$ cat src/rtl/stopwatch_pkg.sv
// Shared types and constants for the stopwatch control block.
package stopwatch_pkg;

    typedef enum logic [1:0] {
        StIdle,
        StRunning,
        StLap,
        StPaused
    } sw_state_e;

    localparam int unsigned DigitW            = 4;
    localparam int unsigned NumDigits         = 5;
    localparam int unsigned DefTickDiv        = 25_000_000;
    localparam int unsigned DefDebounceCycles = 250_000;

endpackage

$ cat src/rtl/btn_debounce.sv
// Raw push-button conditioning: 2-FF synchronizer, stability counter and a
// one-cycle pulse on each accepted rising level.
module btn_debounce #(
    parameter int unsigned DEBOUNCE_CYCLES = 250_000
) (
    input  logic clk,
    input  logic reset,
    input  logic btn,
    output logic press
);

    localparam int unsigned CW = $clog2(DEBOUNCE_CYCLES + 1);
    localparam logic [CW-1:0] CntLast = CW'(DEBOUNCE_CYCLES - 1);

    logic          sync1_q, sync2_q;
    logic          level_q, level_d;
    logic          prev_q;
    logic [CW-1:0] cnt_q, cnt_d;

    // Counter only runs while the synchronized input disagrees with the accepted level.
    always_comb begin
        level_d = level_q;
        cnt_d   = '0;
        if (sync2_q != level_q) begin
            if (cnt_q == CntLast) begin
                level_d = sync2_q;
            end else begin
                cnt_d = cnt_q + CW'(1);
            end
        end
    end

    always_ff @(posedge clk) begin
        if (reset) begin
            sync1_q <= 1'b0;
            sync2_q <= 1'b0;
            level_q <= 1'b0;
            prev_q  <= 1'b0;
            cnt_q   <= '0;
        end else begin
            sync1_q <= btn;
            sync2_q <= sync1_q;
            level_q <= level_d;
            prev_q  <= level_q;
            cnt_q   <= cnt_d;
        end
    end

    assign press = level_q & ~prev_q;

endmodule

$ cat src/rtl/stopwatch_ctrl.sv
// Stopwatch control: button commands, run/lap/pause FSM, 1 Hz prescaler,
// lap snapshot and live/frozen display mux for the BCD counter chain.
module stopwatch_ctrl
    import stopwatch_pkg::*;
#(
    parameter int unsigned TICK_DIV        = DefTickDiv,
    parameter int unsigned DEBOUNCE_CYCLES = DefDebounceCycles
) (
    input  logic              clk,
    input  logic              reset,
    input  logic              btn_ss,
    input  logic              btn_lc,
    input  logic [DigitW-1:0] s0,
    input  logic [DigitW-1:0] s1,
    input  logic [DigitW-1:0] m0,
    input  logic [DigitW-1:0] m1,
    input  logic [DigitW-1:0] h,
    output logic              cnt_enable,
    output logic              cnt_reset,
    output logic [DigitW-1:0] d_s0,
    output logic [DigitW-1:0] d_s1,
    output logic [DigitW-1:0] d_m0,
    output logic [DigitW-1:0] d_m1,
    output logic [DigitW-1:0] d_h,
    output logic              running,
    output logic              lap_active
);

    localparam int unsigned PW = $clog2(TICK_DIV);
    localparam logic [PW-1:0] PrescLast = PW'(TICK_DIV - 1);
    localparam int unsigned SW = NumDigits * DigitW;

    logic ss_p, lc_p;

    btn_debounce #(
        .DEBOUNCE_CYCLES(DEBOUNCE_CYCLES)
    ) u_db_ss (
        .clk  (clk),
        .reset(reset),
        .btn  (btn_ss),
        .press(ss_p)
    );

    btn_debounce #(
        .DEBOUNCE_CYCLES(DEBOUNCE_CYCLES)
    ) u_db_lc (
        .clk  (clk),
        .reset(reset),
        .btn  (btn_lc),
        .press(lc_p)
    );

    sw_state_e      state_q, state_d;
    logic [PW-1:0]  presc_q, presc_d;
    logic [SW-1:0]  snap_q, snap_d;
    logic [SW-1:0]  live;
    logic           cnt_enable_q, cnt_enable_d;
    logic           cnt_reset_q, cnt_reset_d;

    assign live       = {h, m1, m0, s1, s0};
    assign running    = (state_q == StRunning) || (state_q == StLap);
    assign lap_active = (state_q == StLap);

    // ss_p is tested first everywhere, so a simultaneous lc_p is dropped.
    always_comb begin
        state_d     = state_q;
        snap_d      = snap_q;
        cnt_reset_d = 1'b0;
        case (state_q)
            StIdle: begin
                if (ss_p) state_d = StRunning;
            end
            StRunning: begin
                if (ss_p) begin
                    state_d = StPaused;
                end else if (lc_p) begin
                    state_d = StLap;
                    snap_d  = live;
                end
            end
            StLap: begin
                if (ss_p) begin
                    state_d = StPaused;
                end else if (lc_p) begin
                    state_d = StRunning;
                end
            end
            StPaused: begin
                if (ss_p) begin
                    state_d = StRunning;
                end else if (lc_p) begin
                    state_d     = StIdle;
                    cnt_reset_d = 1'b1;
                end
            end
            default: state_d = StIdle;
        endcase
    end

    // A fresh start counts a full period; a resume continues the held count.
    always_comb begin
        presc_d      = presc_q;
        cnt_enable_d = 1'b0;
        if (state_q == StIdle) begin
            if (ss_p) presc_d = '0;
        end else if (running) begin
            if (presc_q == PrescLast) begin
                presc_d      = '0;
                cnt_enable_d = 1'b1;
            end else begin
                presc_d = presc_q + PW'(1);
            end
        end
    end

    always_ff @(posedge clk) begin
        if (reset) begin
            state_q      <= StIdle;
            presc_q      <= '0;
            snap_q       <= '0;
            cnt_enable_q <= 1'b0;
            cnt_reset_q  <= 1'b1;
        end else begin
            state_q      <= state_d;
            presc_q      <= presc_d;
            snap_q       <= snap_d;
            cnt_enable_q <= cnt_enable_d;
            cnt_reset_q  <= cnt_reset_d;
        end
    end

    assign cnt_enable = cnt_enable_q;
    assign cnt_reset  = cnt_reset_q;

    assign {d_h, d_m1, d_m0, d_s1, d_s0} = lap_active ? snap_q : live;

endmodule

$ cat config.mk
export PLATFORM = sky130hd
export DESIGN_NAME = stopwatch_ctrl
export DESIGN_NICKNAME = d
export VERILOG_FILES = /design/src/rtl/stopwatch_pkg.sv /design/src/rtl/btn_debounce.sv /design/src/rtl/stopwatch_ctrl.sv
export SDC_FILE = /design/constraint.sdc
export NUM_CORES = 1
export LEC_CHECK = 0
export ABC_AREA = 1
export ABC_CLOCK_PERIOD_IN_PS = 2340
export BUFFER_PORTS_ARGS = -buffer_cell sky130_fd_sc_hd__buf_2
export CORE_MARGIN = 3
export CORE_UTILIZATION = 35
export CTS_BUF_LIST = sky130_fd_sc_hd__clkbuf_4 sky130_fd_sc_hd__clkbuf_8
export CTS_CLUSTER_SIZE = 24
export DETAILED_ROUTE_END_ITERATION = 10
export GPL_TIMING_DRIVEN = 0
export HOLD_SLACK_MARGIN = 0.05
export PLACE_DENSITY_LB_ADDON = 0.12
export SYNTH_ARGS = -nofsm -noshare
export SYNTH_HDL_FRONTEND = slang
export SYNTH_SLANG_ARGS = --single-unit
export TNS_END_PERCENT = 20
$ cat constraint.sdc
create_clock -name clk -period 2.34 [get_ports clk]
set_input_delay 0 -clock clk [delete_from_list [all_inputs] [get_ports clk]]
set_output_delay 0 -clock clk [all_outputs]
set_load 0.1 [all_outputs]
==> metrics <==
outcome finished clean; largest net degree at the start of global routing 15; antenna violation net count after detailed routing 0; Seq cells post-synth 93; CP max FO 10; cell-internal power 0.00230 W; average wire per standard cell 12.0 um; Layout Area Growth over Synthesis 24.2%; ANT cells 0; initial core utilization 36.2%; die height approximately 120 um; Setup TNS Final 0 ns; CP Capture Type output pin; Hold Crit Class input pin to flip-flop; post-synthesis sequential area ratio roughly two fifths; fin crit period 2.14 ns; Max Slew Vio Count 0; critical path arrival about 2.1 ns; first-pass GRT wire length 19.5 mm; syn nets 740; count of final hold-check violations 0; transition time at the pin with the least slew margin 0.580 ns; Reg power frac 49.5%; main flop type after synthesis dfxtp_1; via count 4525; Crit path top cell by count inv_1; CTS tree built; Fmax 467 MHz; Nets 820; Setup WS pre-CTS 0.130 ns; clock latency on the worst-skew pair ~0.37 ns; P_sw 0.000939 W; Syn. warnings 0; row count 42; Via density about 4.7; critical path's largest stage delay 0.51 ns; via count of the first global-routing pass approximately 4.3k; Residual DRC 0; Yosys cell types 40; CP required 2.34 ns; IO Port Bufs 46; Num CTS Buffers 9; CP max stage cell clkbuf_2; Syn Inst Count 708; 1st-pass router iterations 5; DRT iter0 DRCs 236; number of flops mapped to enable cells by yosys 0; GRT Util Overall 15.8%; Max rail drop VDD approximately 0.26 mV; Root Buffer Master clkbuf_8; Fin Hold WS 0.370 ns; Mapped Area slightly below 0.005 sq mm; Sw Share 29.0%; Die ar. 0.0153 sq mm; Cell Pwr Density 538 mW/mm^2; Yosys top cell by area dfxtp_1; Final WS setup roughly 0.2 ns; Tcrit/Tclk final 91.5%; crit-path cells inv_1, ha_2, inv_1, clkbuf_2, o21ai_4, buf_4; ranking of synthesized cells by area dfxtp_1 38%, nand2_1 13%, inv_1 7.4%, nor2_1 6.4%, o21ai_0 5.4%; Final setup viols 0; RSZ-0062 raised after global routing false; Gate power share 14.8%; Slew headroom a little over 60%; core area 0.0134 sq mm; Max-cap violations 0; Worst setup SP type flip-flop; WL final 11.6 mm; Crit Path Class flip-flop to output pin; syn avg cell area about 6.8 sq um; CTS max path bufs 2; clk_skew 0.0134 ns; die width 124 um; power share of the clock group 35.7%; Leak 2.20 nW; initial antenna violation count 0; top cell type's share of synthesized area 38.4%; Reg clk slew, reported paths 0.10 ns; GR Overflow Total 0; Async SR Flop Fraction 0%; GP Congestion 0.889; Num Clock Sinks 93; share of layout cells above drive strength 1 18.2%; io pins 48; dpl hpwl 8.58 mm; Max H-tree Level 3
-- critical path, delay by kind of cell (launching register included) --
kind | cells | cell delay [ns]
buf+inv | 4 | 1.01
compound gates | 1 | 0.08
fa+ha+maj | 1 | 0.22
flops | 1 | 0.45
-- path summary, 6_finish.rpt --
path                         from              end  slack, ns  cells past startpoint
hold / removal             btn_lc  u_db_lc.sync1_q       0.37                      4
setup reg to reg       state_q[0]      presc_q[15]       0.27                      9
hold reg to reg   u_db_lc.sync1_q  u_db_lc.sync2_q       0.41                      2
setup / recovery       state_q[0]           d_h[0]       0.20                      6
-- layout make-up --
cell class / count / area [sq um]
Tap cell: 176 / 220
Clock buffer: 13 / 166
Timing Repair Buffer: 69 / 510
Multi-Input combinational cell: 501 / 2740
Fill cell: 1377 / 7380
Inverter: 97 / 365
Sequential cell: 93 / 1860
Buffer: 17 / 115
Clock inverter: 3 / 43.8
-- synthesized netlist by cell type (3+ instances only) --
master,number
a21oi_2,8
nor2_2,17
nand2_1,163
inv_1,95
ha_1,8
xor2_1,16
a21oi_1,42
or2_2,3
dfxtp_1,93
buf_1,3
nor2_4,3
nor2_1,82
nand2_2,8
nor3_1,25
nand3_1,36
nand4_1,10
nand2_4,3
o21ai_0,52
clkbuf_1,8
nand3b_1,3
-- state kept, by name, summed over array words and instances, names as in the netlist, 2 cells and up --
| signal | cells |
|---|---|
| presc_q | 25 |
| snap_q | 20 |
| u_db_lc.cnt_q | 18 |
| u_db_ss.cnt_q | 18 |
| state_q | 2 |
-- timing repair --
action / in CTS / in global routing
resized for setup: 22 / 4
setup endpoints to repair: 20 / 20
hold endpoints to repair: 30 / 0
setup buffers: 0 / 0
hold buffers: 23 / 0
-- cell families (layout without fill, tap and decap cells) --
kind of cell,after synthesis,in the layout,share of synthesized area (%)
AND/OR/NAND/NOR,369,369,34.8
buffers and inverters,114,199,9.81
AO/OA/AOI/OAI,106,106,11.7
flip-flops,93,93,38.4
XOR/XNOR,18,18,3.25
adder cells (fa/ha/maj),8,8,2.07
-- metal layers --
| layer | vias up | part of all wire (%) | GRT usage [%] |
|---|---|---|---|
| li1 | 2397 | - | - |
| met1 | 2038 | 50 | 20.9 |
| met2 | 74 | 45 | 24.8 |
| met3 | 16 | 3.7 | 4.18 |
| met4 | 0 | 1.6 | 5.81 |
| met5 | - | 0 | 0 |
-- power by group through the flow --
stage,combinational [W],clock [W],sequential [W]
detailed placement,0.000438,0,0.00164
global route,0.000510,0.00126,0.00161
floorplan,0.000352,0,0.00164
global placement,0.000434,0,0.00164
CTS,0.000482,0.00120,0.00160
finish,0.000481,0.00116,0.00160
-- stage by stage --
stage	power (W)	util [%]	instance area, sq um	std cells
finish	0.00324	44.9	6020	969
global route	0.00338	44.9	6020	969
CTS	0.00329	44.9	6020	969
detailed placement	0.00208	41.2	5530	930
global placement	0.00207	41.2	5530	930
floorplan	0.00200	-	5070	708
-- layout by cell type (no fill, tap or decap), types with 3 or more instances in the layout --
master	n
nand2_1	163
inv_1	95
dfxtp_1	93
nor2_1	82
a21oi_1	42
nand3_1	36
o21ai_0	32
buf_2	28
nor3_1	25
dlygate4sd3_1	23
buf_4	21
o21ai_4	20
nor2_2	17
xor2_1	16
clkbuf_8	11
nand4_1	10
nand2_2	8
a21oi_2	8
ha_1	7
clkbuf_2	4
clkbuf_1	4
nor2_4	3
nand2_4	3
nand3b_1	3
buf_1	3
or2_2	3
(Power assumes the default switching activity.)
